$ cat src/rtl/monitor_reator_param.sv
// Reactor temperature monitor: sliding-window average -> hysteresis -> 5-state escalation FSM.
// Actuators follow one clock after the sample edge; define ALARME_TRAVADO_EN to latch ALARME until acknowledged.
module monitor_reator_param #(
  parameter int WIDTH        = 9,
  parameter int DEPTH_LOG2   = 2,
  parameter int LIMIAR_ALTO  = 300,
  parameter int LIMIAR_BAIXO = 280
) (
  input  logic             CLOCK,
  input  logic             reset,
  input  logic [WIDTH-1:0] tempRea,
  input  logic             amostra_valida,
`ifdef ALARME_TRAVADO_EN
  input  logic             reconhecer,
`endif
  output logic [WIDTH-1:0] media,
  output logic             media_valida,
  output logic [2:0]       estado,
  output logic             sistemaDeResfriamento,
  output logic             portasDeConcreto,
  output logic             alarmeSonoroReator
);

  localparam int DEPTH = 1 << DEPTH_LOG2;
  localparam int SW    = WIDTH + DEPTH_LOG2;
  localparam logic [DEPTH_LOG2:0] DEPTH_CNT = (DEPTH_LOG2 + 1)'(DEPTH);
  localparam logic [WIDTH:0] ALTO  = (WIDTH + 1)'(LIMIAR_ALTO);
  localparam logic [WIDTH:0] BAIXO = (WIDTH + 1)'(LIMIAR_BAIXO);

  localparam logic [2:0] NORMAL     = 3'd0;
  localparam logic [2:0] ALERTA     = 3'd1;
  localparam logic [2:0] RESFRIANDO = 3'd2;
  localparam logic [2:0] PORTAS     = 3'd3;
  localparam logic [2:0] ALARME     = 3'd4;

  logic [WIDTH-1:0]    janela [DEPTH];
  logic [SW-1:0]       soma, soma_next;
  logic [DEPTH_LOG2:0] cnt, cnt_next;
  logic                passo;
  logic                quente, quente_next;
  logic [2:0]          estado_next;
  logic                libera_alarme;

  // Intermediate wrap is harmless: the true sum always fits in SW bits.
  assign soma_next = soma + SW'(tempRea) - SW'(janela[DEPTH-1]);
  assign cnt_next  = (cnt == DEPTH_CNT) ? cnt : cnt + 1'b1;

  always_ff @(posedge CLOCK or negedge reset) begin
    if (!reset) begin
      for (int i = 0; i < DEPTH; i++) janela[i] <= '0;
      soma         <= '0;
      cnt          <= '0;
      media        <= '0;
      media_valida <= 1'b0;
      passo        <= 1'b0;
    end else begin
      passo <= amostra_valida;
      if (amostra_valida) begin
        janela[0] <= tempRea;
        for (int i = 1; i < DEPTH; i++) janela[i] <= janela[i-1];
        soma         <= soma_next;
        cnt          <= cnt_next;
        media        <= WIDTH'(soma_next >> DEPTH_LOG2);
        media_valida <= (cnt_next == DEPTH_CNT);
      end
    end
  end

  always_comb begin
    quente_next = quente;
    if (!media_valida)
      quente_next = 1'b0;
    else if ({1'b0, media} >= ALTO)
      quente_next = 1'b1;
    else if ({1'b0, media} < BAIXO)
      quente_next = 1'b0;
  end

`ifdef ALARME_TRAVADO_EN
  logic ack;

  always_ff @(posedge CLOCK or negedge reset) begin
    if (!reset)
      ack <= 1'b0;
    else if (estado_next != ALARME)
      ack <= 1'b0;
    else if (estado == ALARME && !quente && reconhecer)
      ack <= 1'b1;
  end

  assign libera_alarme = ack;
`else
  assign libera_alarme = 1'b1;
`endif

  always_comb begin
    estado_next = estado;
    case (estado)
      NORMAL:     if (passo) estado_next = quente_next ? ALERTA : NORMAL;
      ALERTA:     if (passo) estado_next = quente_next ? PORTAS : RESFRIANDO;
      RESFRIANDO: if (passo) estado_next = quente_next ? ALERTA : NORMAL;
      PORTAS:     if (passo) estado_next = quente_next ? ALARME : RESFRIANDO;
      ALARME:     if (passo && !quente_next && libera_alarme) estado_next = RESFRIANDO;
      default:    estado_next = NORMAL;
    endcase
  end

  // Actuators are registered from the next state so they change on the same edge as estado.
  always_ff @(posedge CLOCK or negedge reset) begin
    if (!reset) begin
      quente                <= 1'b0;
      estado                <= NORMAL;
      sistemaDeResfriamento <= 1'b0;
      portasDeConcreto      <= 1'b0;
      alarmeSonoroReator    <= 1'b0;
    end else begin
      if (passo) quente <= quente_next;
      estado                <= estado_next;
      sistemaDeResfriamento <= (estado_next == ALERTA) || (estado_next == RESFRIANDO) ||
                               (estado_next == PORTAS) || (estado_next == ALARME);
      portasDeConcreto      <= (estado_next == PORTAS) || (estado_next == ALARME);
      alarmeSonoroReator    <= (estado_next == ALARME);
    end
  end

endmodule

$ cat config.mk
export PLATFORM = sky130hd
export DESIGN_NAME = monitor_reator_param
export DESIGN_NICKNAME = d
export VERILOG_FILES = /design/src/rtl/monitor_reator_param.sv
export SDC_FILE = /design/constraint.sdc
export NUM_CORES = 1
export LEC_CHECK = 0
export CAP_MARGIN = 5
export CORE_ASPECT_RATIO = 1.75
export CORE_UTILIZATION = 30
export DETAILED_ROUTE_END_ITERATION = 6
export GPL_ROUTABILITY_DRIVEN = 0
export MAX_ROUTING_LAYER = met4
export PLACE_DENSITY = 0.58
export SYNTH_ARGS = -nofsm -noshare
export SYNTH_HDL_FRONTEND = slang
export SYNTH_SLANG_ARGS = --single-unit
export TNS_END_PERCENT = 100
$ cat constraint.sdc
create_clock -name CLOCK -period 5.7 [get_ports CLOCK]
set_clock_uncertainty 0.2 [all_clocks]
set_input_delay 1.14 -clock CLOCK [delete_from_list [all_inputs] [get_ports CLOCK]]
set_output_delay 1.14 -clock CLOCK [all_outputs]
set_load 0.005 [all_outputs]
==> flow_summary.toml, run 1 <==
[yosys]
synth_xor_area_share_pct = 1.65
synth_top_family_by_area = "multiplexers"
yosysWarnings = 0
synth_compound_area_share_pct = 9.99
netlist_area_um2 = 3190
synth_fp_nets = 324
synth_area_leaders = "dfrtp_1 46%, mux2_2 13%, ha_1 6.3%"
synth_common_cells = "59 x dfrtp_1, 41 x inv_1, 37 x mux2_2, 19 x nand2_1"
synth_top_area_share_pct = 46.2
ys_ff_latch = 59
syn_inst = 287
netlist.top_cell.by_area = "dfrtp_1"
ys.flop_type = "dfrtp_1"
yosysSeqAreaShare_pct = 46.2
synthSimpleGateAreaFrac_pct = 7.87
synth.area.mux_share_pct = 14.6
yosysMostFrequentCell = "dfrtp_1"
yosysUniqueCellTypes = 38
synth_edf_count = 0
synthArstFlopShare_pct = 100
synthAdderAreaFrac_pct = 11.9
syn_avg_cell_area_um2 = 11.1

[cts]
cts_hold_buf = 0
clock-sinks = 59
cts_buffer_depth = 2
cts_tree = "yes"
cts_root_buf = "clkbuf_16"
cts_resized = 0
clk_latency_ns = 0.32
cts_buffers = 9
post_cts_buffers = 0
path_clk_slew_ns = 0.05
cts_max_level = 3

[drt]
via_per_inst = 4.75
drc_errors = 0
antenna_left = 0
drt_wl_total_um = 5450
wl_per_cell_um = 12.4
vias = 2096
firstDrtPassIters = 4
first_iter_violations = 117

[setup_path]
crit_required_ns = 5.71
critPathMaxFanout = 3
start_kind = "primary input"
worstSetupPathType = "in -> reg"
r2r_start = "media[3]"
reg2reg_slack_ns = 3.02
ff2ff_path_depth = 9
crit_path_end_kind = "flip-flop"
timing.rr.end = "media[7]"
arrival_ns = 3.67

[pwr]
switching_share_pct = 35.6
p_leak_nw = 1.78
seq_power_share_pct = 29.1
vdd_drop_max_mv = 0.204
p_sw_mw = 0.761
internal_power_mw = 1.38
pwr_density_cell_nw_per_um2 = 558
clkPwrFrac_pct = 25.1
power_frac_comb_pct = 45.8

[timing]
fmax_mhz = 273
slew_violations = 0
slew_headroom_pct = 50.1
fin_crit_sh_pct = 64.3
hold_viol = 0
rsz0062_at_grt = "no"
tightest_slew_ns = 0.749
setup_tns_ns = 0
setup_viol = 0
fin_crit_ns = 3.67

[die]
io-pin-count = 28
die_h_um = 139
die-width_um = 80
start_util_pct = 31.0
core_um2 = 10300
die_area_um2 = 11100
floorplan.rows = 49

[worst_hold_path]
hold_start = "janela[19]"
hold_path.class = "reg -> reg"
hold_path_depth = 1
hold_end = "janela[19]"

[place]
portBuffers = 27
hpwlAfterDp_um = 4070
dpl.cell_count = 427
place_area_um2 = 3530

[status]
status = "finished, final reports clean"

[finish]
drive_gt1_share_pct = 18.2
design_area_um2 = 3840
antenna_cells = 0
area_delta_synth_final_pct = 20.1
stdcell_count = 441
final_nets = 348

[global_route]
antenna_found_initial = 0
grt_pass1_vias = 2146
grt_pass1_wl_um = 9580
grt.overflow.total = 0
grtUsageTotal_pct = 11.6
grt_max_degree = 60

[run]
max_cap_violations = 0
[critical path: stages]
cell	delay, ns
clkdlybuf4s50_1	0.49
inv_1	0.07
fa_1	0.52
fa_1	0.48
nor2b_1	0.19
o2111ai_1	0.19
a21oi_1	0.24
mux2i_1	0.10
a221o_1	0.26
[metal layers]
layer / vias up / global-route usage, % / routed length [um]
met1: 1031 / 12.3 / 2290
met5: - / - / 0
met4: 0 / 7.05 / 158
li1: 1011 / - / -
met3: 12 / 2.44 / 160
met2: 42 / 19.3 / 2850
[stage by stage]
stage | hold WS, ns | utilization [%] | power, mW | worst slack, ns
2_1_floorplan | 0.275 | - | 1.38 | 2.41
3_3_place_gp | 0.283 | 34.3 | 1.60 | 1.74
3_5_place_dp | 0.290 | 34.3 | 1.62 | 1.71
4_1_cts | 0.302 | 37.2 | 2.17 | 2.06
5_1_grt | 0.308 | 37.2 | 2.32 | 1.90
6_report | 0.297 | 37.2 | 2.14 | 2.03
[power by group through the flow]
stage	combinational (mW)	sequential [mW]	clock [mW]
2_1_floorplan	0.779	0.601	0
3_3_place_gp	0.965	0.631	0
3_5_place_dp	0.988	0.634	0
4_1_cts	0.991	0.627	0.553
5_1_grt	1.11	0.643	0.570
6_report	0.980	0.623	0.537
[cells in the final DEF, fill, tap and decap left out, types with 2 or more instances in the layout]
master / count
o31ai_1: 3
clkdlybuf4s50_1: 25
buf_2: 2
nand2b_1: 3
nand3_1: 3
and3_1: 3
buf_4: 2
a21oi_1: 16
ha_1: 16
nand2_1: 19
inv_1: 41
nor2b_1: 3
a21o_1: 5
a21boi_1: 2
mux2i_1: 5
nor2_1: 8
nor3b_1: 2
dfrtp_1: 59
mux2_2: 37
fa_1: 9
nand4_1: 3
nor3_1: 4
a211oi_1: 2
o21ai_0: 6
clkbuf_8: 3
clkbuf_16: 9
xnor2_1: 4
o21a_1: 2
xor2_1: 2
o22ai_1: 3
[flip-flops by register name, indices dropped and copies added, names as in the netlist]
name	cells
soma	2
estado	3
portasDeConcreto	1
alarmeSonoroReator	1
cnt	3
media_valida	1
passo	1
janela	36
quente	1
sistemaDeResfriamento	1
media	9
[cells by family after synthesis]
family	after synthesis
multiplexers	42
buffers and inverters	57
adder cells (fa/ha/maj)	25
AO/OA/AOI/OAI	47
AND/OR/NAND/NOR	51
flip-flops	59
XOR/XNOR	6
[area by class of cell]
type	instances	area, um2
Sequential cell	59	1480
Tap cell	127	159
Fill cell	1045	6460
Clock buffer	12	267
Timing Repair Buffer	29	275
Clock inverter	2	35.0
Multi-Input combinational cell	171	1470
Inverter	41	154
[worst max-delay path by stage]
stage               start  depth (start not counted)        to
2_1_floorplan  tempRea[1]                          8  media[8]
3_3_place_gp   tempRea[1]                         10  media[3]
3_5_place_dp   tempRea[1]                         10  media[3]
4_1_cts        tempRea[1]                         10  media[3]
5_1_grt        tempRea[1]                         10  media[3]
6_report       tempRea[1]                          9  media[8]
Power figures use the tool's default switching activity.
==> run 2: changes to the inputs <==
==> constraint.sdc (replaced) <==
create_clock -name CLOCK -period 3.6 [get_ports CLOCK]
set_clock_uncertainty 0.2 [all_clocks]
set_input_delay 0.72 -clock CLOCK [delete_from_list [all_inputs] [get_ports CLOCK]]
set_output_delay 0.72 -clock CLOCK [all_outputs]
set_load 0.005 [all_outputs]
==> run 2 against run 1 <==
Net effect:
- hold slack better by 0.00061 ns
- worst setup slack worse by 1.6 ns
- power is 59% higher
- flip-flop and latch count unchanged
- count of clock-buffer cells in the layout is 1 lower
- cell count rose by 0.91%
- sequential power rose by 60%
- non-clock buffer count rose by 2
- via count up 1.4%
- cell area grew 0.23%
- sequential share of layout area decreased by 0.088 points
- wire length grew 7.5%
- highest routed layer unchanged
==> flow_summary.toml, run 2 (synthesized netlist as in run 1, its figures left out) <==
[setup_path]
cpMostUsedCell = "fa_1"
start_kind = "primary input"
path_cells = "clkdlybuf4s50_1 -> inv_1 -> fa_1 -> fa_1 -> nor2b_1 -> o2111ai_1 -> a21oi_1 -> mux2i_1 -> a221o_1"
worstSetupPathType = "in -> reg"
reg2reg_slack_ns = 0.89
crit_path_end_kind = "flip-flop"
critical-path-max-stage-delay_ns = 0.53
crit_required_ns = 3.61
r2r_start = "media[0]"
critPathMaxFanout = 3
crit_path_top_delay_cell = "fa_1"
timing.rr.end = "media[7]"
arrival_ns = 3.22
ff2ff_path_depth = 9

[global_route]
grtUsageTotal_pct = 12.8
grt_max_degree = 45
antenna_found_initial = 0
grt_pass1_wl_um = 10400
grt.overflow.total = 0
grt_pass1_vias = 2244

[cts]
clk_latency_ns = 0.33
clock-sinks = 59
cts_max_level = 3
cts_resized = 0
cts_buffer_depth = 2
cts_root_buf = "clkbuf_16"
cts_buffers = 9
path_clk_slew_ns = 0.05
cts_hold_buf = 0
cts_tree = "yes"
post_cts_buffers = 0

[finish]
final_cell_mix = "59 x dfrtp_1, 41 x inv_1, 37 x mux2_2"
design_area_um2 = 3840
area.sequential_um2 = 1480
final_nets = 350
drive_gt1_share_pct = 18.9
antenna_cells = 0
multiInputGateArea_um2 = 1470
fin_util_pct = 37.3
final_common_cell = "dfrtp_1"
largest_reg_flops = 36
regMostFlops = "janela"
area_delta_synth_final_pct = 20.4
reg_top3 = "janela (36), media (9)"
nFillCells = 1046

[worst_hold_path]
hold_path_depth = 1
hold_path.class = "reg -> reg"
hold_end = "janela[10]"
hold_start = "janela[19]"

[timing]
slew_headroom_pct = 33.2
fin_crit_sh_pct = 89.1
fmax_mhz = 312
hold_viol = 0
fin_crit_ns = 3.21
rsz0062_at_grt = "no"
setup_tns_ns = 0
slew_violations = 0
tightest_slew_ns = 1.00
setup_viol = 0

[pwr]
p_leak_nw = 1.79
switching_share_pct = 36.5
power_mw = 3.41
seq_power_share_pct = 29.3
clkPwrFrac_pct = 24.7
vdd_drop_max_mv = 0.303
p_sw_mw = 1.24
internal_power_mw = 2.17
pwr_density_cell_nw_per_um2 = 886
power_frac_comb_pct = 46.0

[die]
floorplan.rows = 49
die_area_um2 = 11100
start_util_pct = 31.0
die_h_um = 139
core_um2 = 10300
die-width_um = 80
io-pin-count = 28

[drt]
via_per_inst = 4.78
wl_per_cell_um = 13.2
first_iter_violations = 77
vias = 2126
antenna_left = 0
drc_errors = 0
firstDrtPassIters = 4
drt_wl_total_um = 5860

[place]
place_area_um2 = 3550
hpwlAfterDp_um = 4430
portBuffers = 27

[run]
max_cap_violations = 0

[status]
status = "finished, final reports clean"
==> run 2: cell types whose count changed in the layout (fill, tap and decap cells not counted), sizes merged <==
cell / previous run / this run
clkinvlp: 0 / 1
clkinv: 1 / 3
clkbuf: 12 / 11
buf: 4 / 6
==> run 2: metal layers <==
layer / GRT usage, % / up-vias / wire length, um
li1: - / 1014 / -
met1: 13.3 / 1058 / 2270
met2: 20.9 / 39 / 3190
met3: 3.96 / 15 / 196
met4: 7.33 / 0 / 196
met5: - / - / 0
==> run 2: worst max-delay path: cells and delay by family <==
kind / cells / cell delay, ns
fa+ha+maj: 2 / 1.01
compound gates: 3 / 0.68
buf+inv: 2 / 0.53
simple gates: 1 / 0.18
mux: 1 / 0.09
==> run 2: area by class of cell <==
| type | instances | share of cell area [%] |
|---|---|---|
| multi-input combinational | 171 | 38.2 |
| inverter | 41 | 4.00 |
| sequential | 59 | 38.4 |
| tap | 127 | 4.13 |
| clock inverter | 5 | 1.37 |
| timing repair buffer | 31 | 7.55 |
| clock buffer | 11 | 6.31 |
==> run 2: worst max-delay path by stage <==
stage                from  slack (ns)        to  depth (start not counted)
2_1_floorplan  tempRea[1]        0.73  media[8]                          8
4_1_cts        tempRea[1]        0.39  media[8]                          9
3_5_place_dp   tempRea[1]        0.05  media[8]                          9
5_1_grt        tempRea[2]        0.25  media[7]                         10
3_3_place_gp   tempRea[1]        0.06  media[8]                          9
6_report       tempRea[1]        0.39  media[8]                          9
==> run 2: power groups by stage <==
stage	combinational, mW	clock, mW	sequential [mW]
after global routing	1.79	0.892	1.03
after floorplan	1.23	0	0.952
final	1.57	0.840	0.999
after detailed placement	1.59	0	1.01
after global placement	1.54	0	1.00
after CTS	1.59	0.865	1.00
==> run 2: per-stage QoR <==
stage	cells	hold slack, ns	setup slack, ns
2_1_floorplan	287	0.224	0.734
3_5_place_dp	429	0.290	0.0462
5_1_grt	445	0.313	0.246
3_3_place_gp	429	0.283	0.0622
4_1_cts	445	0.301	0.386
6_report	445	0.298	0.393
